===== src/rtl/ysyx_24080006_pkg.sv =====
// rtl/ysyx_24080006_pkg.sv - AXI channel types and arbiter enums for the NPC
package ysyx_24080006_pkg;

    localparam int ARB_IFU = 0;
    localparam int ARB_LSU = 1;

    typedef enum logic [1:0] {R_IDLE, R_AR, R_DATA} rd_arb_state_e;
    typedef enum logic [1:0] {W_IDLE, W_ADDR, W_DATA, W_RESP} wr_arb_state_e;

    typedef struct packed {
        logic [31:0] araddr;
        logic [3:0]  arid;
        logic [7:0]  arlen;
        logic [2:0]  arsize;
        logic [1:0]  arburst;
        logic        arvalid;
        logic        rready;
    } axi_r_m2s_t;

    typedef struct packed {
        logic        arready;
        logic        rvalid;
        logic [31:0] rdata;
        logic [1:0]  rresp;
        logic [3:0]  rid;
        logic        rlast;
    } axi_r_s2m_t;

    typedef struct packed {
        logic [31:0] awaddr;
        logic [3:0]  awid;
        logic [7:0]  awlen;
        logic [2:0]  awsize;
        logic [1:0]  awburst;
        logic        awvalid;
        logic        wvalid;
        logic [31:0] wdata;
        logic [3:0]  wstrb;
        logic        wlast;
        logic        bready;
    } axi_w_m2s_t;

    typedef struct packed {
        logic        awready;
        logic        wready;
        logic        bvalid;
        logic [1:0]  bresp;
        logic [3:0]  bid;
    } axi_w_s2m_t;

    // Registered address-phase fields, shared shape for AR and AW
    typedef struct packed {
        logic [31:0] addr;
        logic [3:0]  id;
        logic [7:0]  len;
        logic [2:0]  size;
        logic [1:0]  burst;
    } axi_addr_t;

    function automatic axi_addr_t ar_of(input axi_r_m2s_t m);
        ar_of.addr  = m.araddr;
        ar_of.id    = m.arid;
        ar_of.len   = m.arlen;
        ar_of.size  = m.arsize;
        ar_of.burst = m.arburst;
    endfunction

    function automatic axi_addr_t aw_of(input axi_w_m2s_t m);
        aw_of.addr  = m.awaddr;
        aw_of.id    = m.awid;
        aw_of.len   = m.awlen;
        aw_of.size  = m.awsize;
        aw_of.burst = m.awburst;
    endfunction

endpackage


===== src/rtl/npc_rr_arb2.sv =====
// rtl/npc_rr_arb2.sv - two-way round-robin picker, one-hot grant
module npc_rr_arb2
    import ysyx_24080006_pkg::*;
(
    input  logic       clock,
    input  logic       reset,
    input  logic [1:0] req,
    input  logic       update,
    output logic [1:0] gnt
);

    logic r_last_lsu;

    // On contention, the requester not granted last wins
    always_comb begin
        gnt = 2'b00;
        if (req[ARB_IFU] && (!req[ARB_LSU] || r_last_lsu)) begin
            gnt[ARB_IFU] = 1'b1;
        end else if (req[ARB_LSU]) begin
            gnt[ARB_LSU] = 1'b1;
        end
    end

    // Remember the last winner; reset pretends the LSU went last so the IFU wins first
    always_ff @(posedge clock) begin
        if (reset) begin
            r_last_lsu <= 1'b1;
        end else if (update && (gnt != 2'b00)) begin
            r_last_lsu <= gnt[ARB_LSU];
        end
    end

endmodule


===== src/rtl/npc_axi_arbiter.sv =====
// rtl/npc_axi_arbiter.sv - IFU/LSU arbiter in front of the NPC AXI crossbar
module npc_axi_arbiter
    import ysyx_24080006_pkg::*;
(
    input  logic       clock,
    input  logic       reset,
    input  axi_r_m2s_t ifu_r_m2s,
    output axi_r_s2m_t ifu_r_s2m,
    input  axi_r_m2s_t lsu_r_m2s,
    output axi_r_s2m_t lsu_r_s2m,
    input  axi_w_m2s_t lsu_w_m2s,
    output axi_w_s2m_t lsu_w_s2m,
    output axi_r_m2s_t imd_r_m2s,
    input  axi_r_s2m_t imd_r_s2m,
    output axi_w_m2s_t imd_w_m2s,
    input  axi_w_s2m_t imd_w_s2m,
    output logic [1:0] rd_grant,
    output logic       rd_err
);

    rd_arb_state_e r_rd_state, w_rd_next;
    wr_arb_state_e r_wr_state, w_wr_next;
    axi_addr_t     r_ar_q, r_aw_q, w_ar_sel;
    logic [7:0]    r_beat_cnt;
    logic [1:0]    r_rd_owner;
    logic          r_rd_err;
    logic [1:0]    w_ar_req, w_ar_gnt;
    logic          w_ar_take, w_owner_rready, w_r_beat;

    assign w_ar_req       = {lsu_r_m2s.arvalid, ifu_r_m2s.arvalid};
    assign w_ar_take      = (r_rd_state == R_IDLE) && (w_ar_req != 2'b00);
    assign w_ar_sel       = w_ar_gnt[ARB_LSU] ? ar_of(lsu_r_m2s) : ar_of(ifu_r_m2s);
    assign w_owner_rready = r_rd_owner[ARB_LSU] ? lsu_r_m2s.rready : ifu_r_m2s.rready;
    assign w_r_beat       = (r_rd_state == R_DATA) && imd_r_s2m.rvalid && w_owner_rready;
    assign rd_grant       = r_rd_owner;
    assign rd_err         = r_rd_err;

    npc_rr_arb2 u_rr (
        .clock  (clock),
        .reset  (reset),
        .req    (w_ar_req),
        .update (w_ar_take),
        .gnt    (w_ar_gnt)
    );

    // Read FSM state register
    always_ff @(posedge clock) begin
        if (reset) r_rd_state <= R_IDLE;
        else       r_rd_state <= w_rd_next;
    end

    // Read FSM next state: grant, issue AR, stream beats until rlast
    always_comb begin
        w_rd_next = r_rd_state;
        case (r_rd_state)
            R_IDLE:  if (w_ar_take) w_rd_next = R_AR;
            R_AR:    if (imd_r_s2m.arready) w_rd_next = R_DATA;
            R_DATA:  if (w_r_beat && imd_r_s2m.rlast) w_rd_next = R_IDLE;
            default: w_rd_next = R_IDLE;
        endcase
    end

    // Read datapath: latch winner's AR, count beats, flag length mismatches
    always_ff @(posedge clock) begin
        if (reset) begin
            r_ar_q     <= '0;
            r_beat_cnt <= '0;
            r_rd_owner <= '0;
            r_rd_err   <= 1'b0;
        end else begin
            if (w_ar_take) begin
                r_ar_q     <= w_ar_sel;
                r_beat_cnt <= w_ar_sel.len;
                r_rd_owner <= w_ar_gnt;
            end
            if (w_r_beat) begin
                if (r_beat_cnt != 8'd0) r_beat_cnt <= r_beat_cnt - 8'd1;
                if (imd_r_s2m.rlast != (r_beat_cnt == 8'd0)) r_rd_err <= 1'b1;
                if (imd_r_s2m.rlast) r_rd_owner <= '0;
            end
        end
    end

    // Read channel routing; AR fields always come from ar_q so the crossbar decode stays put
    always_comb begin
        imd_r_m2s         = '0;
        imd_r_m2s.araddr  = r_ar_q.addr;
        imd_r_m2s.arid    = r_ar_q.id;
        imd_r_m2s.arlen   = r_ar_q.len;
        imd_r_m2s.arsize  = r_ar_q.size;
        imd_r_m2s.arburst = r_ar_q.burst;
        imd_r_m2s.arvalid = (r_rd_state == R_AR);
        imd_r_m2s.rready  = (r_rd_state == R_DATA) && w_owner_rready;

        ifu_r_s2m         = imd_r_s2m;
        ifu_r_s2m.arready = (r_rd_state == R_IDLE) && w_ar_gnt[ARB_IFU];
        ifu_r_s2m.rvalid  = (r_rd_state == R_DATA) && r_rd_owner[ARB_IFU] && imd_r_s2m.rvalid;

        lsu_r_s2m         = imd_r_s2m;
        lsu_r_s2m.arready = (r_rd_state == R_IDLE) && w_ar_gnt[ARB_LSU];
        lsu_r_s2m.rvalid  = (r_rd_state == R_DATA) && r_rd_owner[ARB_LSU] && imd_r_s2m.rvalid;
    end

    // Write FSM state register and AW latch
    always_ff @(posedge clock) begin
        if (reset) begin
            r_wr_state <= W_IDLE;
            r_aw_q     <= '0;
        end else begin
            r_wr_state <= w_wr_next;
            if ((r_wr_state == W_IDLE) && lsu_w_m2s.awvalid) r_aw_q <= aw_of(lsu_w_m2s);
        end
    end

    // Write FSM next state: AW, data beats, then response
    always_comb begin
        w_wr_next = r_wr_state;
        case (r_wr_state)
            W_IDLE:  if (lsu_w_m2s.awvalid) w_wr_next = W_ADDR;
            W_ADDR:  if (imd_w_s2m.awready) w_wr_next = W_DATA;
            W_DATA:  if (lsu_w_m2s.wvalid && imd_w_s2m.wready && lsu_w_m2s.wlast) w_wr_next = W_RESP;
            W_RESP:  if (imd_w_s2m.bvalid && lsu_w_m2s.bready) w_wr_next = W_IDLE;
            default: w_wr_next = W_IDLE;
        endcase
    end

    // Write channel routing, gated by phase so early W data waits for the address
    always_comb begin
        imd_w_m2s         = lsu_w_m2s;
        imd_w_m2s.awaddr  = r_aw_q.addr;
        imd_w_m2s.awid    = r_aw_q.id;
        imd_w_m2s.awlen   = r_aw_q.len;
        imd_w_m2s.awsize  = r_aw_q.size;
        imd_w_m2s.awburst = r_aw_q.burst;
        imd_w_m2s.awvalid = (r_wr_state == W_ADDR);
        imd_w_m2s.wvalid  = (r_wr_state == W_DATA) && lsu_w_m2s.wvalid;
        imd_w_m2s.bready  = (r_wr_state == W_RESP) && lsu_w_m2s.bready;

        lsu_w_s2m         = imd_w_s2m;
        lsu_w_s2m.awready = (r_wr_state == W_IDLE);
        lsu_w_s2m.wready  = (r_wr_state == W_DATA) && imd_w_s2m.wready;
        lsu_w_s2m.bvalid  = (r_wr_state == W_RESP) && imd_w_s2m.bvalid;
    end

endmodule


===== config.mk =====
export PLATFORM = sky130hd
export DESIGN_NAME = npc_axi_arbiter
export DESIGN_NICKNAME = d
export VERILOG_FILES = /design/src/rtl/ysyx_24080006_pkg.sv /design/src/rtl/npc_rr_arb2.sv /design/src/rtl/npc_axi_arbiter.sv
export SDC_FILE = /design/constraint.sdc
export NUM_CORES = 1
export LEC_CHECK = 0
export ABC_CLOCK_PERIOD_IN_PS = 1950
export BUFFER_PORTS_ARGS = -buffer_cell sky130_fd_sc_hd__buf_2
export CAP_MARGIN = 20
export CORE_AREA = 2 2 183 185
export CTS_BUF_LIST = sky130_fd_sc_hd__clkbuf_2
export CTS_CLUSTER_SIZE = 20
export DETAILED_ROUTE_END_ITERATION = 12
export DIE_AREA = 0 0 185 187
export PLACE_DENSITY = 0.52
export SLEW_MARGIN = 20
export SYNTH_ARGS = -nofsm -noshare
export SYNTH_HDL_FRONTEND = slang
export SYNTH_SLANG_ARGS = --single-unit

===== constraint.sdc =====
create_clock -name clock -period 1.95 [get_ports clock]
set_input_delay 0 -clock clock [delete_from_list [all_inputs] [get_ports clock]]
set_output_delay 0 -clock clock [all_outputs]
set_load 0.05 [all_outputs]

==> results of run 1 <==
[cells by family after synthesis]
group / after synthesis / synth area share
buffers and inverters: 176 / 0.198
adders and majority gates: 7 / 0.0154
and+or+nand+nor: 292 / 0.213
xor gates and xnor gates: 2 / 0.00308
DFF: 114 / 0.401
AOI/OAI and AO/OA: 130 / 0.159
muxes: 6 / 0.0108
[per-stage QoR]
step	util	cells	setup slack, ps	hold slack (ps)
2_1_floorplan	-	727	20.0	97.7
3_3_place_gp	0.207	1302	82.0	0.341
3_5_place_dp	0.207	1302	94.2	0.341
[synth_stat cells, types with 2 or more instances]
master | instances | area, um2
o32a_1 | 2 | 20.0
nand3_1 | 8 | 40.0
buf_1 | 8 | 30.0
a21oi_1 | 55 | 275
a311oi_1 | 42 | 368
and2_1 | 10 | 62.6
clkbuf_1 | 38 | 143
and3_1 | 3 | 18.8
buf_4 | 122 | 916
a31oi_1 | 5 | 31.3
inv_1 | 7 | 26.3
nand2b_1 | 4 | 25.0
nand2_1 | 191 | 717
a2bb2oi_1 | 2 | 17.5
nor2b_1 | 4 | 25.0
mux2i_1 | 5 | 50.1
nor3_1 | 9 | 45.0
ha_1 | 7 | 87.6
a211oi_1 | 7 | 52.6
nor2_1 | 53 | 199
or3_1 | 3 | 18.8
dfxtp_1 | 114 | 2280
o21a_1 | 2 | 15.0
==> results.py, run 1 <==
metrics = {
    "run_status": {
        "status": "did not finish",
        "failing_step": "clock tree synthesis (4_1_cts)",
        "tool.error": "[ERROR RSZ-0060] Max buffer count reached.",
    },
    "yosys": {
        "synthesis.nets": 977,
        "syn_inst": 727,
        "syn-cell-area_um2": 5690,
        "ys_types": 49,
        "ys_async_sr_fraction": 0,
        "ys_ff_latch": 114,
        "ys_warn_count": 0,
        "synth_edf_count": 0,
        "syn-mean-instance-area_um2": 7.83,
        "synth-seq-area-share": 0.401,
        "yosys_most_used_dff": "dfxtp_1",
    },
    "floorplan": {
        "rows": 67,
        "die_x_um": 185,
        "ioPinCount": 477,
        "die_y_um": 187,
        "start_util": 0.173,
    },
    "clock_tree": {
        "post_cts.repair.setup_buffers": 10,
        "ctsHoldBuffers": 269,
        "cts.sink_count": 114,
        "clockRootBuffer": "clkbuf_2",
        "htree_levels": 4,
        "numCtsBuffers": 17,
        "clock_path_buffers": 2,
        "cts_resized": 23,
    },
    "placement": {
        "dp_hpwl_um": 14900,
        "place_congestion": 0.775,
        "placed_cell_area_um2": 6800,
        "port-buffer-count": 278,
    },
}
==> run 2: changes to the inputs <==
ABC_CLOCK_PERIOD_IN_PS = 2500   (was 1950)
CTS_BUF_LIST = not set   (was sky130_fd_sc_hd__clkbuf_2)
CTS_CLUSTER_SIZE = not set   (was 20)
PLACE_DENSITY = not set   (was 0.52)
PLACE_DENSITY_LB_ADDON = 0.15   (was not set)
clock period = 2.5 ns   (was 1.95 ns; I/O delays follow)
==> run 2 against run 1 <==
Net effect: the flow now finishes without violations; synthesized area stayed put; synthesized cell count stayed put.
==> results.py, run 2 <==
metrics = {
    "global_route": {
        "grt_pass1_vias": 5629,
        "antenna_found_initial": 0,
        "grt_max_degree": 62,
        "grt_use_total": 0.124,
        "grt_overflow_total": 0,
        "grt_pass1_wl_um": 32400,
    },
    "clock_tree": {
        "cts.sink_count": 114,
        "numCtsBuffers": 17,
        "cts_tree": "built",
        "worstSkewPairLatency_ps": 430,
        "clockRootBuffer": "clkbuf_16",
        "htree_levels": 4,
        "clk_pin_slew_ps": 60,
        "clock_path_buffers": 2,
    },
    "sta": {
        "setup_viol": 0,
        "relSlewSlack": 0.500,
        "hold_viol": 0,
        "period_share": 0.893,
        "setup_ws_ps": 268,
        "rsz0062_at_grt": "no",
        "min_period_ps": 2230,
        "finalSetupTns_ps": 0,
        "clock.fmax_ghz": 0.448,
        "tightest_slew_ps": 731,
        "skew_ps": 6.19,
        "finalMaxSlewViolations": 0,
    },
    "final_layout": {
        "num_antenna_cells": 0,
        "final_area_um2": 8740,
        "layout.cells.non_filler": 1475,
        "layout_commonest_cell": "buf_2",
        "area_delta_synth_final_pct": 53.5,
        "fillers": 3707,
        "drive_above_1_share": 0.329,
        "nets": 1264,
        "final_cell_mix": "buf_2 (277), nand2_1 (190), dlygate4sd3_1 (139), dfxtp_1 (114), a21oi_1 (55)",
    },
    "setup_path": {
        "start_kind": "flip-flop",
        "cpPeakStageDelay_ps": 590,
        "reg2reg_from": "r_rd_state[0]",
        "crit_chain": "nor2_1 -> and2_4 -> buf_12 -> buf_12 -> nor2_1 -> a311oi_1 -> dlygate4sd3_1",
        "crit_fanout": 43,
        "crit_type": "reg2reg",
        "worstPathRequired_ps": 2870,
        "worstPathArrival_ps": 2600,
        "r2r-end": "imd_r_m2s[27]",
        "r2r_cells": 7,
        "cp_slowest_cell": "dlygate4sd3_1",
        "cp-end-kind": "flip-flop",
        "rrSetupSlack_ps": 270,
    },
    "run_status": {
        "status": "finished, final reports clean",
    },
    "job": {
        "maxCapViolCount": 0,
    },
    "placement": {
        "place_congestion": 0.715,
        "placed_cell_area_um2": 6740,
        "port-buffer-count": 278,
        "dp_cells": 1301,
        "dpl_worst_slack_ps": 469,
        "dp_hpwl_um": 15900,
    },
    "floorplan": {
        "die_x_um": 185,
        "die_y_um": 187,
        "ioPinCount": 477,
        "start_util": 0.173,
        "die-area_um2": 34600,
        "rows": 67,
        "coreArea_um2": 32900,
    },
    "yosys": {
        "synth_top_area_cell": "dfxtp_1",
        "yosys_most_used_dff": "dfxtp_1",
        "syn-mean-instance-area_um2": 7.83,
        "synthesis.nets": 977,
        "synth_top_area_frac": 0.401,
        "synth-seq-area-share": 0.401,
        "syn_inst": 727,
        "syn-cell-area_um2": 5690,
        "ys_async_sr_fraction": 0,
        "synth_common_cells": "nand2_1 (191), buf_4 (122), dfxtp_1 (114)",
        "ys_top_cells_by_area": "dfxtp_1 (40%), buf_4 (16%), nand2_1 (13%)",
        "ys_types": 49,
        "synth_most_common_cell": "nand2_1",
        "synth_edf_count": 0,
        "ys_ff_latch": 114,
        "ys_warn_count": 0,
    },
    "hold_path": {
        "min_to": "imd_w_m2s[28]",
        "hold_class": "in2out",
        "holdPathStages": 0,
        "hp-start": "lsu_w_m2s[28]",
    },
    "pwr": {
        "swShare": 0.401,
        "power_leakage_nw": 4.05,
        "p_seq_frac": 0.299,
        "p_clk_frac": 0.321,
        "p_sw_mw": 3.06,
        "share_comb_of_total_power": 0.380,
        "ir_drop_uv": 478,
        "power_density_nw_per_um2": 873,
        "internal_power_mw": 4.57,
    },
    "route": {
        "wire_per_inst_um": 14.8,
        "routed_wl_um": 21800,
        "via_per_inst": 3.93,
        "dr_total_vias": 5800,
        "firstDrtPassIters": 4,
        "drtIter0Drc": 141,
        "ant_nets": 0,
        "route.detailed.drc": 0,
    },
}
## run 2: cell counts after synthesis
No cell type changed its count.
## run 2: worst max-delay path by stage
stage	cells past startpoint	start	end	slack, ps
2_1_floorplan	5	u_rr.r_last_lsu	rd_grant[1]	200
3_3_place_gp	4	r_beat_cnt[3]	r_beat_cnt[3]	470
3_5_place_dp	4	r_beat_cnt[3]	r_beat_cnt[3]	470
4_1_cts	7	r_rd_state[0]	imd_r_m2s[46]	170
5_1_grt	7	r_rd_state[0]	imd_r_m2s[27]	130
6_report	7	r_rd_state[0]	imd_r_m2s[27]	270
## run 2: timing repair
item,CTS,global route
hold buffers,139,0
gates resized for setup,0,0
hold endpoints to repair,98,0
setup buffers,0,3
setup endpoints to repair,0,2
## run 2: logic make-up after synthesis
kind of cell	count (synthesis)	share of synthesized area
mux	6	0.0108
simple gates	292	0.213
fa+ha+maj	7	0.0154
xor+xnor	2	0.00308
buf+inv	176	0.198
compound gates	130	0.159
flops	114	0.401
## run 2: final cells by class
cell class / count / area, um2 / area share
Clock buffer: 22 / 474 / 0.0543
Clock inverter: 10 / 108 / 0.0123
Inverter: 7 / 26.3 / 0.00301
Multi-Input combinational cell: 437 / 2300 / 0.264
Sequential cell: 114 / 2280 / 0.261
Tap cell: 448 / 561 / 0.0641
Timing Repair Buffer: 437 / 2990 / 0.342
## run 2: per-stage QoR
step                      hold WS [ps]  utilization  power, mW
after CTS                        0.341        0.265       7.78
after floorplan                   97.7            -       4.71
final                           0.0193        0.266       7.63
after detailed placement         0.341        0.205       5.01
after global placement           0.341        0.205       5.02
after global routing            0.0670        0.266       8.10
## run 2: critical path: cells and delay by family, from the launching register on
| kind | cells | cell delay [ps] |
|---|---|---|
| and+or+nand+nor | 3 | 550 |
| buffers and inverters | 3 | 1010 |
| AOI/OAI and AO/OA | 1 | 260 |
| DFF | 1 | 330 |
## run 2: power by group through the flow
stage / registers, mW / clock network [mW] / logic (mW)
global route: 2.32 / 2.65 / 3.13
CTS: 2.28 / 2.57 / 2.93
detailed placement: 2.32 / 0 / 2.69
global placement: 2.32 / 0 / 2.70
floorplan: 3.18 / 0 / 1.53
finish: 2.28 / 2.45 / 2.90
## run 2: layer usage
metal	share of wire	global-route usage	wire length [um]	up-vias
met5	0	0	0	-
met4	0.025	0.0553	538	0
met3	0.088	0.0473	1920	44
met2	0.49	0.219	10700	262
met1	0.40	0.129	8620	2604
li1	-	-	-	2890
(Power assumes the default switching activity.)
==> run 3: changes to the inputs <==
==> constraint.sdc (replaced) <==
create_clock -name clock -period 2.5 [get_ports clock]
set_input_delay 0.25 -clock clock [delete_from_list [all_inputs] [get_ports clock]]
set_output_delay 0.25 -clock clock [all_outputs]
set_load 0.05 [all_outputs]
==> run 3 against run 2 <==
Net effect: worst setup slack gained 110 ps; critical endpoint is now lsu_r_s2m[40]; critical path type is now reg2out; critical path depth decreased by 4; wire length shrank 4.1%; maximum frequency grew 5.3%; clock skew is 3.5 ps higher; die area did not move; final area down 15%; highest routed layer unchanged; sequential share of layout area is 4.8 points higher; core utilization fell by 4.1 points.
==> results.py, run 3 (synthesized netlist as in run 2, its figures left out) <==
metrics = {
    "route": {
        "via_per_inst": 3.98,
        "wire_per_inst_um": 15.7,
        "drtIter0Drc": 135,
        "route.detailed.drc": 0,
        "ant_nets": 0,
        "highest_layer": "met4",
        "route.met3.wl_um": 2220,
        "wl_met1_um": 7990,
        "routed_wl_um": 20900,
        "route.met2.wl_um": 10100,
        "dr_total_vias": 5327,
        "firstDrtPassIters": 4,
    },
    "sta": {
        "relSlewSlack": 0.481,
        "setup_ws_ps": 380,
        "clock.fmax_ghz": 0.472,
        "fin_worst_hold_slack_ps": 56.8,
        "skew_ps": 9.71,
        "rsz0062_at_grt": "no",
        "tightest_slew_ps": 759,
        "finalMaxSlewViolations": 0,
        "min_period_ps": 2120,
        "setup_viol": 0,
        "hold_viol": 0,
        "period_share": 0.848,
        "finalSetupTns_ps": 0,
    },
    "clock_tree": {
        "clockRootBuffer": "clkbuf_16",
        "cts.sink_count": 114,
        "numCtsBuffers": 17,
        "clk_pin_slew_ps": 60,
        "worstSkewPairLatency_ps": 420,
        "htree_levels": 4,
        "cts_resized": 0,
        "ctsHoldBuffers": 0,
        "cts_tree": "built",
        "post_cts.repair.setup_buffers": 0,
        "clock_path_buffers": 2,
    },
    "global_route": {
        "grt_pass1_vias": 5295,
        "grt_use_total": 0.120,
        "antenna_found_initial": 0,
        "grt_max_degree": 51,
        "grt_overflow_total": 0,
        "grt_pass1_wl_um": 31200,
    },
    "final_layout": {
        "finish.utilization": 0.225,
        "final_cell_mix": "buf_2 (277), nand2_1 (190), dfxtp_1 (114), a21oi_1 (55), nor2_1 (53)",
        "num_antenna_cells": 0,
        "nets": 1126,
        "area_delta_synth_final_pct": 29.8,
        "drive_above_1_share": 0.381,
        "layout_commonest_cell": "buf_2",
    },
    "setup_path": {
        "reg2reg_from": "r_beat_cnt[3]",
        "worstPathArrival_ps": 1870,
        "cp-end-kind": "output port",
        "crit_chain": "a21bo_2 -> nor3_1 -> buf_2",
        "crit_fanout": 15,
        "crit_family": "simple AND/OR/NAND/NOR gates",
        "path_depth": 3,
        "cp-startpoint": "u_rr.r_last_lsu",
        "cpPeakStageDelay_ps": 380,
        "r2r-end": "r_beat_cnt[6]",
        "crit_type": "reg2out",
        "r2r_cells": 4,
        "crit_buf_inv": 1,
        "endpoint": "lsu_r_s2m[40]",
        "cp_slowest_cell": "nor3_1",
        "start_kind": "flip-flop",
        "worstPathRequired_ps": 2250,
        "rrSetupSlack_ps": 450,
    },
    "floorplan": {
        "die_x_um": 185,
        "coreArea_um2": 32900,
        "ioPinCount": 477,
        "die-area_um2": 34600,
        "start_util": 0.173,
        "rows": 67,
        "die_y_um": 187,
    },
    "placement": {
        "port-buffer-count": 278,
        "dpl_worst_slack_ps": 474,
        "dp_hpwl_um": 15800,
        "place_congestion": 0.709,
    },
    "pwr": {
        "total_power_mw": 7.50,
        "ir_drop_uv": 454,
        "power_density_nw_per_um2": 1010,
        "power_leakage_nw": 3.44,
    },
    "hold_path": {
        "hp-start": "lsu_w_m2s[71]",
        "hold_class": "in2reg",
    },
    "run_status": {
        "status": "finished, final reports clean",
    },
    "job": {
        "maxCapViolCount": 0,
    },
}
[run 3: area by class of cell]
class                      count  area (um2)
clock buffer                  22         474
clock inverter                10         131
fill                        3752       25500
inverter                       7        26.3
multi-input combinational    437        2300
sequential                   114        2280
tap                          448         561
timing repair buffer         299        1610
[run 3: worst reg2reg max path: stages, from the launching register on]
cell and delay (ps):
dfxtp_1 360, or4_4 570, o311a_1 480, or3_1 340
and3_1 180
[run 3: layer usage]
layer / GRT usage / vias up
met1: 0.126 / 2403
met2: 0.205 / 267
met4: 0.0516 / 0
met3: 0.0576 / 45
li1: - / 2612
met5: 0 / -
[run 3: worst min path at each step]
stage / to / slack [ps] / cells after the start
2_1_floorplan: rd_grant[0] / 350 / 1
3_3_place_gp: imd_w_m2s[45] / 440 / 2
3_5_place_dp: imd_w_m2s[80] / 440 / 2
4_1_cts: imd_w_m2s[71] / 20 / 3
5_1_grt: imd_w_m2s[88] / 30 / 3
6_report: imd_w_m2s[71] / 60 / 3
[run 3: metrics by stage]
| step | instance area [um2] | cells |
|---|---|---|
| final | 7390 | 1337 |
| after floorplan | 5690 | 727 |
| after detailed placement | 6790 | 1305 |
| after global placement | 6790 | 1305 |
| after CTS | 7390 | 1337 |
| after global routing | 7390 | 1337 |
[run 3: power by group]
group | switching (mW) | leakage [nW] | internal (mW)
sequential | 0.166 | 0.941 | 2.11
clock | 0.918 | 0.300 | 1.64
combinational | 1.94 | 2.20 | 0.723
